--- src/rtl/hd44780_responder_if.sv ---
// HD44780 LCD bus as seen between a display driver (master) and the responder (slave).
// The readback pair lcd_dout/lcd_doe is driven only when LCD_READBACK_EN is defined.
interface hd44780_responder_if;
    logic [7:0] lcd_data;
    logic       lcd_rs;
    logic       lcd_rw;
    logic       lcd_e;
    logic [7:0] lcd_dout;
    logic       lcd_doe;

    modport master (output lcd_data, lcd_rs, lcd_rw, lcd_e, input lcd_dout, lcd_doe);
    modport slave  (input lcd_data, lcd_rs, lcd_rw, lcd_e, output lcd_dout, lcd_doe);
endinterface

--- src/rtl/hd44780_responder.sv ---
// HD44780 bus responder: decodes the LCD bus, keeps a 2x16 character mirror, checks timing.
// Optional macro LCD_READBACK_EN enables busy/AC and data reads on the bus.
module hd44780_responder #(
    parameter int T_POR = 750_000,
    parameter int T_CMD = 1_850,
    parameter int T_CLR = 76_000
) (
    input  logic                      CLOCK_50,
    input  logic                      rst,
    hd44780_responder_if.slave        lcd,
    input  logic [4:0]                rd_addr,
    output logic [7:0]                rd_char,
    output logic [6:0]                cursor_addr,
    output logic                      display_on,
    output logic                      init_done,
    output logic                      busy_flag,
    output logic                      viol_pulse
);
    localparam int POR_W  = $clog2(T_POR + 1);
    localparam int BUSY_W = $clog2(T_CLR + 1);
    localparam logic [BUSY_W-1:0] CMD_LOAD = BUSY_W'(T_CMD);
    localparam logic [BUSY_W-1:0] CLR_LOAD = BUSY_W'(T_CLR);

    typedef enum logic [1:0] {S_POR, S_INIT, S_READY} state_t;

    state_t              state_reg, state_next;
    logic [POR_W-1:0]    por_cnt_reg, por_cnt_next;
    logic [BUSY_W-1:0]   busy_cnt_reg, busy_cnt_next;
    logic [5:0]          fill_cnt_reg, fill_cnt_next;
    logic [6:0]          ac_reg, ac_next;
    logic                id_reg, id_next;
    logic                cg_reg, cg_next;
    logic                disp_reg, disp_next;
    logic                init_reg, init_next;
    logic                seen_reg, seen_next;
    logic                viol_reg, viol_next;

    logic                e_meta_reg, e_sync_reg, e_prev_reg;
    logic                strobe_reg;
    logic [7:0]          cmd_data_reg;
    logic                cmd_rs_reg, cmd_rw_reg;

    logic [7:0]          mirror [0:31];
    logic [7:0]          rd_char_reg;
    logic                wr_en;
    logic [4:0]          wr_addr;
    logic [7:0]          wr_data;

    // Only 0x00-0x0F and 0x40-0x4F are visible on a 2x16 panel.
    logic                on_screen;
    logic [4:0]          ac_index;
    assign on_screen = (ac_reg[5:4] == 2'b00);
    assign ac_index  = {ac_reg[6], ac_reg[3:0]};

    function automatic logic [6:0] ac_step(input logic [6:0] ac, input logic inc);
        if (inc) begin
            if (ac == 7'h27)      return 7'h40;
            else if (ac == 7'h67) return 7'h00;
            else                  return ac + 7'd1;
        end else begin
            if (ac == 7'h00)      return 7'h67;
            else if (ac == 7'h40) return 7'h27;
            else                  return ac - 7'd1;
        end
    endfunction

    // E is asynchronous: synchronize, then latch the bus on the synchronized falling edge.
    always_ff @(posedge CLOCK_50) begin
        if (rst) begin
            e_meta_reg   <= 1'b0;
            e_sync_reg   <= 1'b0;
            e_prev_reg   <= 1'b0;
            strobe_reg   <= 1'b0;
            cmd_data_reg <= 8'h00;
            cmd_rs_reg   <= 1'b0;
            cmd_rw_reg   <= 1'b0;
        end else begin
            e_meta_reg <= lcd.lcd_e;
            e_sync_reg <= e_meta_reg;
            e_prev_reg <= e_sync_reg;
            strobe_reg <= e_prev_reg & ~e_sync_reg;
            if (e_prev_reg & ~e_sync_reg) begin
                cmd_data_reg <= lcd.lcd_data;
                cmd_rs_reg   <= lcd.lcd_rs;
                cmd_rw_reg   <= lcd.lcd_rw;
            end
        end
    end

    always_ff @(posedge CLOCK_50) begin
        if (rst) begin
            state_reg    <= S_POR;
            por_cnt_reg  <= '0;
            busy_cnt_reg <= '0;
            fill_cnt_reg <= 6'd0;
            ac_reg       <= 7'h00;
            id_reg       <= 1'b1;
            cg_reg       <= 1'b0;
            disp_reg     <= 1'b0;
            init_reg     <= 1'b0;
            seen_reg     <= 1'b0;
            viol_reg     <= 1'b0;
        end else begin
            state_reg    <= state_next;
            por_cnt_reg  <= por_cnt_next;
            busy_cnt_reg <= busy_cnt_next;
            fill_cnt_reg <= fill_cnt_next;
            ac_reg       <= ac_next;
            id_reg       <= id_next;
            cg_reg       <= cg_next;
            disp_reg     <= disp_next;
            init_reg     <= init_next;
            seen_reg     <= seen_next;
            viol_reg     <= viol_next;
        end
    end

    always_comb begin
        state_next    = state_reg;
        por_cnt_next  = por_cnt_reg;
        busy_cnt_next = busy_cnt_reg;
        fill_cnt_next = fill_cnt_reg;
        ac_next       = ac_reg;
        id_next       = id_reg;
        cg_next       = cg_reg;
        disp_next     = disp_reg;
        init_next     = init_reg;
        seen_next     = seen_reg;
        viol_next     = 1'b0;
        wr_en         = 1'b0;
        wr_addr       = fill_cnt_reg[4:0];
        wr_data       = 8'h20;

        if (busy_cnt_reg != '0)
            busy_cnt_next = busy_cnt_reg - 1'b1;
        // Space fill runs one entry per cycle after reset and after a clear.
        if (!fill_cnt_reg[5]) begin
            wr_en         = 1'b1;
            fill_cnt_next = fill_cnt_reg + 6'd1;
        end

        case (state_reg)
            S_POR: begin
                if (por_cnt_reg == POR_W'(T_POR - 1))
                    state_next = S_INIT;
                else
                    por_cnt_next = por_cnt_reg + 1'b1;
                if (strobe_reg)
                    viol_next = 1'b1;
            end
            S_INIT: if (strobe_reg) begin
                if (cmd_rs_reg || cmd_rw_reg || cmd_data_reg[7:4] != 4'h3)
                    viol_next = 1'b1;
                else if (seen_reg && cmd_data_reg == 8'h38) begin
                    init_next  = 1'b1;
                    state_next = S_READY;
                end else
                    seen_next = 1'b1;
            end
            S_READY: if (strobe_reg) begin
                // A count of 1 is the final busy cycle, so a strobe then is accepted.
                if (cmd_rw_reg) begin
`ifdef LCD_READBACK_EN
                    if (cmd_rs_reg) begin
                        if (busy_cnt_reg > BUSY_W'(1))
                            viol_next = 1'b1;
                        else begin
                            busy_cnt_next = CMD_LOAD;
                            if (!cg_reg)
                                ac_next = ac_step(ac_reg, id_reg);
                        end
                    end
`else
                    viol_next = 1'b1;
`endif
                end else if (busy_cnt_reg > BUSY_W'(1)) begin
                    viol_next = 1'b1;
                end else if (cmd_rs_reg) begin
                    busy_cnt_next = CMD_LOAD;
                    if (!cg_reg) begin
                        if (on_screen) begin
                            wr_en   = 1'b1;
                            wr_addr = ac_index;
                            wr_data = cmd_data_reg;
                        end
                        ac_next = ac_step(ac_reg, id_reg);
                    end
                end else begin
                    busy_cnt_next = CMD_LOAD;
                    // S, C, B, DL, N and F have no visible effect on the mirror, so they are not kept.
                    casez (cmd_data_reg)
                        8'b1???????: begin ac_next = cmd_data_reg[6:0]; cg_next = 1'b0; end
                        8'b01??????: cg_next = 1'b1;
                        8'b001?????: if (cmd_data_reg != 8'h38) viol_next = 1'b1;
                        8'b0001????: if (!cmd_data_reg[3]) ac_next = ac_step(ac_reg, cmd_data_reg[2]);
                        8'b00001???: disp_next = cmd_data_reg[2];
                        8'b000001??: id_next = cmd_data_reg[1];
                        8'b0000001?: begin ac_next = 7'h00; busy_cnt_next = CLR_LOAD; end
                        8'b00000001: begin
                            ac_next       = 7'h00;
                            id_next       = 1'b1;
                            fill_cnt_next = 6'd0;
                            busy_cnt_next = CLR_LOAD;
                        end
                        default: ;
                    endcase
                end
            end
            default: state_next = S_POR;
        endcase
    end

    always_ff @(posedge CLOCK_50) begin
        if (wr_en)
            mirror[wr_addr] <= wr_data;
    end

    always_ff @(posedge CLOCK_50) begin
        if (rst)
            rd_char_reg <= 8'h00;
        else
            rd_char_reg <= mirror[rd_addr];
    end

`ifdef LCD_READBACK_EN
    logic [7:0] rb_char_reg;
    always_ff @(posedge CLOCK_50) begin
        if (rst)
            rb_char_reg <= 8'h00;
        else
            rb_char_reg <= on_screen ? mirror[ac_index] : 8'h20;
    end
    assign lcd.lcd_doe  = e_sync_reg & lcd.lcd_rw;
    assign lcd.lcd_dout = lcd.lcd_rs ? rb_char_reg : {busy_flag, ac_reg};
`else
    assign lcd.lcd_doe  = 1'b0;
    assign lcd.lcd_dout = 8'h00;
`endif

    assign rd_char     = rd_char_reg;
    assign cursor_addr = ac_reg;
    assign display_on  = disp_reg;
    assign init_done   = init_reg;
    assign busy_flag   = (busy_cnt_reg != '0);
    assign viol_pulse  = viol_reg;
endmodule

--- src/flat_wrapper.sv ---
// flat-port wrapper written by rule: the top's interface ports become plain ports
module hd44780_responder_flat 
#(
    parameter int T_POR = 750_000,
    parameter int T_CMD = 1_850,
    parameter int T_CLR = 76_000
)
  (CLOCK_50, rst, rd_addr, rd_char, cursor_addr, display_on, init_done, busy_flag, viol_pulse, lcd_lcd_data, lcd_lcd_rs, lcd_lcd_rw, lcd_lcd_e, lcd_lcd_dout, lcd_lcd_doe);
  hd44780_responder_if lcd_i ();
  input  logic CLOCK_50;
  input  logic rst;
  input  logic [4:0] rd_addr;
  output logic [7:0] rd_char;
  output logic [6:0] cursor_addr;
  output logic display_on;
  output logic init_done;
  output logic busy_flag;
  output logic viol_pulse;
  input wire logic [$bits(lcd_i.lcd_data)-1:0] lcd_lcd_data;
  input wire logic [$bits(lcd_i.lcd_rs)-1:0] lcd_lcd_rs;
  input wire logic [$bits(lcd_i.lcd_rw)-1:0] lcd_lcd_rw;
  input wire logic [$bits(lcd_i.lcd_e)-1:0] lcd_lcd_e;
  output wire logic [$bits(lcd_i.lcd_dout)-1:0] lcd_lcd_dout;
  output wire logic [$bits(lcd_i.lcd_doe)-1:0] lcd_lcd_doe;
  assign lcd_i.lcd_data = lcd_lcd_data;
  assign lcd_i.lcd_rs = lcd_lcd_rs;
  assign lcd_i.lcd_rw = lcd_lcd_rw;
  assign lcd_i.lcd_e = lcd_lcd_e;
  assign lcd_lcd_dout = lcd_i.lcd_dout;
  assign lcd_lcd_doe = lcd_i.lcd_doe;
  hd44780_responder #(.T_POR(T_POR), .T_CMD(T_CMD), .T_CLR(T_CLR)) u_core (.CLOCK_50(CLOCK_50), .rst(rst), .lcd(lcd_i), .rd_addr(rd_addr), .rd_char(rd_char), .cursor_addr(cursor_addr), .display_on(display_on), .init_done(init_done), .busy_flag(busy_flag), .viol_pulse(viol_pulse));
endmodule
--- config.mk ---
export PLATFORM = sky130hd
export DESIGN_NAME = hd44780_responder_flat
export DESIGN_NICKNAME = d
export VERILOG_FILES = /design/src/rtl/hd44780_responder_if.sv /design/src/rtl/hd44780_responder.sv /design/src/flat_wrapper.sv
export SDC_FILE = /design/constraint.sdc
export NUM_CORES = 1
export LEC_CHECK = 0
export BUFFER_PORTS_ARGS = -buffer_cell sky130_fd_sc_hd__buf_2
export CAP_MARGIN = 20
export CORE_MARGIN = 1
export CORE_UTILIZATION = 56
export CTS_CLUSTER_DIAMETER = 100
export DETAILED_ROUTE_END_ITERATION = 6
export PLACE_DENSITY = 0.75
export SLEW_MARGIN = 25
export SYNTH_ARGS = -nofsm -noshare
export SYNTH_HDL_FRONTEND = slang
export SYNTH_SLANG_ARGS = --single-unit
--- constraint.sdc ---
create_clock -name CLOCK_50 -period 3.4 [get_ports CLOCK_50]
set_clock_uncertainty 0.05 [all_clocks]
set_input_delay 0.51 -clock CLOCK_50 [delete_from_list [all_inputs] [get_ports CLOCK_50]]
set_output_delay 0.51 -clock CLOCK_50 [all_outputs]
set_load 0.03 [all_outputs]
# Word level (Yosys, flattened, before mapping)

Memory sizes are Yosys's and may differ from the RTL's. A register that Yosys moved wholly into a read port is not among the register bits.
Cells that the tools add are included.

Bits in registers: 72
Memories kept: 1
Output and inout bits: 28
RAM bits: 256
Logic and storage cells: 140

Reductions and logical operators: 19
Bitwise gates (word level): 9
Muxes and demuxes: 65
Eq/ne operators: 22
Add/subtract/negate cells: 5
$lt $le $gt $ge: 1

Memory list:

| memory        | depth | width | read ports | clocked after memory_dff | wr ports | line                    | RTL |
|---|---|---|---|---|---|---|---|
| u_core.mirror | 32    | 8     | 1          | 1                        | 1        | hd44780_responder.sv:43 | `logic [7:0] mirror [0:31];` |

Operator list:

| kind                    | count |
|---|---|
| $mux W17                | 7 |
| $mux W7                 | 9 |
| $mux W8                 | 7 |
| $mux W6                 | 7 |
| $mux W5                 | 7 |
| $pmux W7 S3             | 1 |
| $add A20 B1 Y20 const B | 1 |
| $eq A20 B20 Y1 const B  | 1 |
| $mux W1                 | 19 |
| $reduce_and A6 Y1       | 3 |
| $gt A17 B1 Y1 const B   | 1 |
| $reduce_bool A17 Y1     | 1 |
| $sub A17 B1 Y17 const B | 1 |
| $eq A7 B7 Y1 const B    | 2 |
| $eq A8 B1 Y1 const B    | 1 |
| $eq A8 B6 Y1 const B    | 1 |
| $mux W2                 | 4 |
| $ne A8 B6 Y1 const B    | 1 |
| $not A1 Y1              | 8 |
| $reduce_and A4 Y1       | 2 |
| $add A7 B1 Y7 const B   | 1 |
| $eq A7 B1 Y1 const B    | 1 |
| $eq A7 B6 Y1 const B    | 1 |
| $logic_not A7 Y1        | 1 |
| other kinds (25)        | 33 |

# Logic depth before layout (Yosys ltp)

Gate-level depths: netlist of the first run.

Depth after elaboration: 10
Depth in mapped cells: 10

# Worst setup path after synthesis of the first run

Ideal clock, no wire load.

Path type: reg-to-reg
From: register u_core.busy_cnt_reg[5]
To: memory u_core.mirror[0][0] (data pin)
Data arrival time: 2.297 ns
Clock period less this slack: 2.698 ns
Stages on the path, launching flop included: 8
Path slack: 0.702 ns
Library setup time: 0.351 ns
Buffers on the path: 3
Path through: dfxtp_1 > nor4_4 > and3_1 > buf_6 > nand3_1 > buf_2 > buf_2 > nor2_1

Cells in the longest elaborated chain, start to end: 5

RTL lines:

| what                     | line                     | RTL |
|---|---|---|
| start: declaration       | hd44780_responder.sv:28  | `logic [BUSY_W-1:0] busy_cnt_reg, busy_cnt_next;` |
| start signal: assignment | hd44780_responder.sv:106 | `busy_cnt_reg <= busy_cnt_next;` |
| $gt A17 B1 Y1            | hd44780_responder.sv:176 | `end else if (busy_cnt_reg > BUSY_W'(1)) begin` |
| $mux W8                  | hd44780_responder.sv:176 |  |
| $mux W8                  | hd44780_responder.sv:162 | `if (cmd_rw_reg) begin` |
| $mux W8                  | hd44780_responder.sv:160 | `S_READY: if (strobe_reg) begin` |
| $mux W8                  | hd44780_responder.sv:142 | `case (state_reg)` |
| via u_core.wr_data[0]    | hd44780_responder.sv:47  | `logic [7:0] wr_data;` |
| end: declaration         | hd44780_responder.sv:43  |  |

The timed path passes the listed nets, and every way through them passes these cells.

# Final worst setup path of the first run

From: register u_core.state_reg[0]
To: memory u_core.mirror[18][2] (enable)

Cells in the longest elaborated chain, start to end: 4
Elaborated cells between the ends (all ways): 5
Those cells by class: eq/ne (1); mux (4)

RTL lines:

| what                          | line                     | RTL |
|---|---|---|
| start: declaration            | hd44780_responder.sv:26  | `state_t state_reg, state_next;` |
| start signal: assignment      | hd44780_responder.sv:104 | `state_reg <= state_next;` |
| $eq A2 B2 Y1 (*)              | -                        |  |
| $mux W1                       | hd44780_responder.sv:142 |  |
| $mux W1                       | hd44780_responder.sv:214 | `if (wr_en)` |
| $mux W1 (not written as such) | hd44780_responder.sv:215 | `mirror[wr_addr] <= wr_data;` |

Every way passes the cells marked *; elsewhere a longest branch is shown, timed or not.

==> reports/qor.txt, run 1 <==
GR peak layer: met2
Rows: 59
Avg Vias per Cell: 6.27
Met1 usage: 33.3%
Clock Sink Count: 336
Initial antenna violation count: 0
Worst hold path type: in -> reg
Synthesized area: 15000 um^2
Switching share of power: 25.1%
Final period util: 91.4%
Leakage power: 5.17 nW
Largest net degree at the start of global routing: 65
Reg2reg end: u_core.mirror[18][2]$_DFFE_PP_
Max FFs per register: 256
Sequential power share: 49.6%
Worst Hold End: u_core.e_meta_reg$_SDFF_PP0_
M2 GR Usage: 41.8%
Highest clock rate: 322 MHz
Setup Fix Bufs, Post-CTS: 0
CP startpoint kind: register
#FFs+latches synth: 336
CP max FO: 24
Ranking of synthesized cells by area: edfxtp_1, dfxtp_1, mux4_2
Hpwl dp: 20.8 mm
P_int: 6.99 mW
Setup TNS: 0 ps
Die area: 27400 um^2
TritonCTS clock tree: built
Core Box Area: 26100 um^2
Top-count cell post-synth: edfxtp_1
Clock slew at reported path FFs: 60 ps
Outcome: finished, violations left
Max cap viols: 0
DIE HEIGHT: 165 um
Psw: 2.34 mW
Worst Tran Pin Value: 906 ps
Slew Limit Headroom: 39.5%
Gr ovfl total: 0
CP Cell Sequence: inv_1 > ha_1 > and3b_1 > o211a_1 > and3_1 > buf_4 > or4_1 > nand2_1
R2R Path Start: u_core.state_reg[0]$_SDFFE_PP0P_
IO Pins: 46
Slowest CP cell: or4_1
Layout Nets: 1157
Peak VDD IR: 0.000368 V
PortBufs: 36
Number of global-route vias before repair: 9180
Hold Buf Count CTS: 0
RSZ-0062 raised after global routing: false
GPL Wtd Cong: 0.879
Hold Path Stages: 2
Post-synth top cells: edfxtp_1, dfxtp_1, nand2_1
Asr flop ratio synth: 0%
Post-synth EDFFs: 256
Pwr Total: 9.33 mW
Reg2Reg Depth: 8
R2r setup slk: 290 ps
Seq/Total Area, Yosys: 62.1%
Starting DRT DRC Count: 905
Share of the synthesized area in the top cell type: 51.4%
Final Max Slew Viols: 0
Clk pwr share: 38.5%
Diodes inserted: 0
CP Capture Type: register
Post-synth top area cell: edfxtp_1
Power Density: 563 nW/um^2
Placed Area: 15500 um^2
Synth cell types: 78
Comb power frac: 11.9%
Drt first pass iters: 7
Shortest period the worst path allows: 3110 ps
WP data required: 3510 ps
TritonCTS Buffers: 35
Die Width: 165 um
Failing checks: DRC
DR DRC count: 8
Synthesis Warnings: 0
Clock Latency Late Sink: 510 ps
Top delay family on crit path: simple AND/OR/NAND/NOR gates
Pre-CTS WS: 203 ps
First-pass GRT wire length: 51.1 mm
Area delta synth->final: 10.9%
Design Area, Final: 16600 um^2
Synth Flop Type: edfxtp_1
Share of cells above drive strength 1: 20.0%
GR met3 Demand/Resource: 3.65%
Via Count: 9349
Post-CTS sizing: 0
Avg Cell Area, Syn: 13.7 um^2
Hold_sp: lcd_lcd_e
Clock root buffer: clkbuf_16
Final ANT Viol Nets: 0
Avg WL per Cell: 21.9 um
Final hold violations: 0
CP bufs+invs: 2
Max clock buf depth: 3
GRT Util Overall: 24.8%
Max incr delay on CP: 470 ps
PnR worst setup slack: 291 ps
H-tree levels: 2
Post-synthesis cell count: 1091
Initial Util: 57.3%
DRT Wirelength: 32.7 mm
WS Path Type: reg -> reg
# setup viols final: 0
Worst EP arrival: 3220 ps
[cell families after synthesis]
kind of cell	Yosys count	synth area share [%]
mux	104	12.4
simple gates	351	13.0
compound gates	172	7.26
buf+inv	96	3.09
fa+ha+maj	10	0.836
xor+xnor	21	1.23
other cells	1	0.0251
flops	336	62.1
[layout make-up]
class,count,area (um^2)
multi-input combinational,667,5270
tap,335,419
inverter,20,75.1
clock inverter,18,131
clock buffer,45,955
fill,1950,9540
sequential,336,9290
timing repair buffer,69,455
[cells in the final DEF (no fill, tap or decap), drive strengths merged, types with 35 or more instances in the layout]
cell type	netlist	layout
dfxtp	80	80
or3	35	35
edfxtp	256	256
nand3	56	56
mux4	64	64
clkbuf	41	45
nor2	49	49
a21oi	49	49
buf	35	69
nand2	79	79
o21ai	61	61
[worst max-delay path by stage]
stage,startpoint,slack [ps],depth (start not counted),endpoint
global route,u_core.state_reg[0]$_SDFFE_PP0P_,100,8,u_core.mirror[25][6]$_DFFE_PP_
detailed placement,u_core.state_reg[0]$_SDFFE_PP0P_,200,8,u_core.mirror[2][0]$_DFFE_PP_
floorplan,u_core.busy_cnt_reg[5]$_SDFF_PP0_,700,7,u_core.mirror[0][0]$_DFFE_PP_
CTS,u_core.state_reg[0]$_SDFFE_PP0P_,180,8,u_core.mirror[2][5]$_DFFE_PP_
finish,u_core.state_reg[0]$_SDFFE_PP0P_,290,8,u_core.mirror[18][2]$_DFFE_PP_
global placement,u_core.state_reg[0]$_SDFFE_PP0P_,340,8,u_core.mirror[2][3]$_DFFE_PP_
[metrics by stage]
| step | utilization (%) | instances | hold WS, ps |
|---|---|---|---|
| finish | 63.5 | 1490 | 181 |
| global route | 63.5 | 1490 | 184 |
| CTS | 63.5 | 1490 | 173 |
| detailed placement | 59.3 | 1427 | 396 |
| global placement | 59.3 | 1427 | 367 |
| floorplan | - | 1099 | 364 |
[power groups by stage]
stage,clock [mW],combinational (mW),sequential [mW]
floorplan,0,0.862,4.69
global placement,0,1.07,4.70
detailed placement,0,1.09,4.71
CTS,3.66,1.10,4.63
global route,3.80,1.22,4.65
finish,3.59,1.11,4.63
[metal layers]
metal | wire (um) | share of wire, %
met1 | 13100 | 40
met2 | 16200 | 50
met3 | 2370 | 7.3
met4 | 948 | 2.9
met5 | 0 | 0
(Power assumes the default switching activity.)
==> run 2: changes to the inputs <==
- CORE_MARGIN: 1 -> 2
==> run 2 against run 1 <==
Effect of this change:
- the flow still finishes with violations (DRC)
- register-to-register slack lost 40 ps
- cell area grew 0.29%
- utilization grew 0.19 points
- worst setup slack got worse by 42 ps
- total power is 1.5% higher
- routed wire length fell by 3.2%
- non-clock buffer count shrank 2
- sequential power is essentially flat
- count of clock-buffer cells in the layout grew 4
- combinational power about the same
- critical endpoint is now u_core.mirror[12][3]$_DFFE_PP_
- largest cell class unchanged
- largest power group unchanged
- highest routed layer unchanged
==> reports/qor.txt, run 2 (same netlist as run 1, synthesis figures left out) <==
Outcome: finished, violations left
Failing checks: DRC
DR DRC count: 4 (-4)
Clock Sink Count: 336 (unchanged)
Most common cell after layout, fill and taps aside: edfxtp_1
Highest clock rate: 317 MHz (-1.3%)
Pre-CTS WS: 283 ps (+79.9 ps)
Final period util: 92.7% (+1.2 points)
Clock root buffer: clkbuf_16
Power Density: 569 nW/um^2 (+1.2%)
H-tree levels: 2 (unchanged)
# setup viols final: 0 (unchanged)
Largest net degree at the start of global routing: 65 (unchanged)
IO Pins: 46 (unchanged)
Worst Tran Pin Value: 998 ps (+91.7 ps)
Final std cells w/o fill: 1491 (+0.067%)
Final ANT Viol Nets: 0 (unchanged)
DRT Wirelength: 31.6 mm (-3.2%)
Hold Buf Count CTS: 0 (unchanged)
Most frequent cells in the layout: edfxtp_1, dfxtp_1, nand2_1
Gr ovfl total: 0 (unchanged)
Fin Hold WS: 170 ps (-10.3 ps)
Sequential power share: 48.8% (-0.8 points)
Via Count: 9292 (-0.61%)
Clock slew at reported path FFs: 60 ps (about the same)
Worst hold path type: in -> reg
Psw: 2.37 mW (+1.1%)
Max clock buf depth: 3 (unchanged)
DIE HEIGHT: 167 um (+1.2%)
Initial Util: 57.3% (unchanged)
GR peak layer: met2
Die Width: 167 um (+1.2%)
Final Max Slew Viols: 0 (unchanged)
Initial antenna violation count: 0 (unchanged)
Max cap viols: 0 (unchanged)
Avg Vias per Cell: 6.23 (-0.68%)
Post-CTS sizing: 0 (unchanged)
Placed Area: 15500 um^2 (about the same)
PnR worst setup slack: 249 ps (-42.4 ps)
Hpwl dp: 20.2 mm (-2.9%)
Leakage power: 5.19 nW (+0.46%)
Drt first pass iters: 7 (unchanged)
M2 GR Usage: 37.0% (-4.8 points)
Final Util: 63.7% (+0.19 points)
Area delta synth->final: 11.2%
First-pass GRT wire length: 49.9 mm (-2.4%)
PortBufs: 36 (unchanged)
Layout Nets: 1156 (-0.086%)
P_int: 7.10 mW (+1.6%)
Core Box Area: 26100 um^2 (unchanged)
Placed cells: 1425 (-0.14%)
GPL Wtd Cong: 0.904 (+2.8%)
Slew Limit Headroom: 33.4% (-6.1 points)
Switching share of power: 25.0% (-0.089 points)
Starting DRT DRC Count: 993 (+9.7%)
CP startpoint kind: register
Peak VDD IR: 0.000548 V (+49%)
RSZ-0062 raised after global routing: false
TritonCTS Buffers: 36 (+2.9%)
Worst EP arrival: 3240 ps (+20 ps)
TritonCTS clock tree: built
Pwr Total: 9.47 mW (+1.5%)
WS Path Type: reg -> reg
CP max FO: 20 (-17%)
Met1 usage: 32.1% (-1.2 points)
WP data required: 3490 ps (-20 ps)
Clock Latency Late Sink: 530 ps (+20 ps)
Clk pwr share: 39.5% (+1.0 points)
Number of global-route vias before repair: 8985 (-2.1%)
Comb power frac: 11.7% (-0.2 points)
Share of cells above drive strength 1: 20.0% (about the same)
Setup Fix Bufs, Post-CTS: 0 (unchanged)
GR met3 Demand/Resource: 3.36% (-0.29 points)
CP Capture Type: register
Rows: 59 (unchanged)
Max FFs per register: 256 (unchanged)
Diodes inserted: 0 (unchanged)
Die area: 28000 um^2 (+2.4%)
Avg WL per Cell: 21.2 um (-3.3%)
Shortest period the worst path allows: 3150 ps (+42.4 ps)
Design Area, Final: 16600 um^2 (+0.29%)
GRT Util Overall: 22.6% (-2.2 points)
Setup TNS: 0 ps (unchanged)
Final hold violations: 0 (unchanged)
## run 2: path summary, 6_finish.rpt
path,from,end,slack (ps),cells after the start
setup / recovery,u_core.state_reg[0]$_SDFFE_PP0P_,u_core.mirror[12][3]$_DFFE_PP_,250,8
hold / removal,lcd_lcd_e,u_core.e_meta_reg$_SDFF_PP0_,170,2
setup reg to reg,u_core.state_reg[0]$_SDFFE_PP0P_,u_core.mirror[12][3]$_DFFE_PP_,250,8
hold reg to reg,u_core.e_meta_reg$_SDFF_PP0_,u_core.e_sync_reg$_SDFF_PP0_,400,1
## run 2: metal layers
layer / vias up / wire (um)
li1: 4275 / -
met2: 373 / 15300
met4: 0 / 758
met1: 4580 / 13500
met5: - / 0
met3: 64 / 2070
## run 2: final cells by class
class	count	area, um^2
fill	1923	9490
multi-input combinational	667	5260
sequential	336	9290
tap	335	419
timing repair buffer	67	453
clock inverter	17	125
clock buffer	49	1020
inverter	20	75.1
## run 2: power by group through the flow
stage                     Clock (mW)  Combinational (mW)  Sequential, mW
final                           3.75                1.10            4.62
after global routing            3.97                1.21            4.64
after CTS                       3.80                1.10            4.62
after detailed placement           0                1.09            4.71
after global placement             0                1.07            4.70
after floorplan                    0               0.862            4.69
## run 2: worst max-delay path, cell delays in order, from the launching register on
cell and delay (ps):
dfxtp_1 370, inv_1 80, ha_1 240, and3b_1 270, o211a_1 190, and3_1 400
buf_4 290, or4_1 480, o21ai_1 400
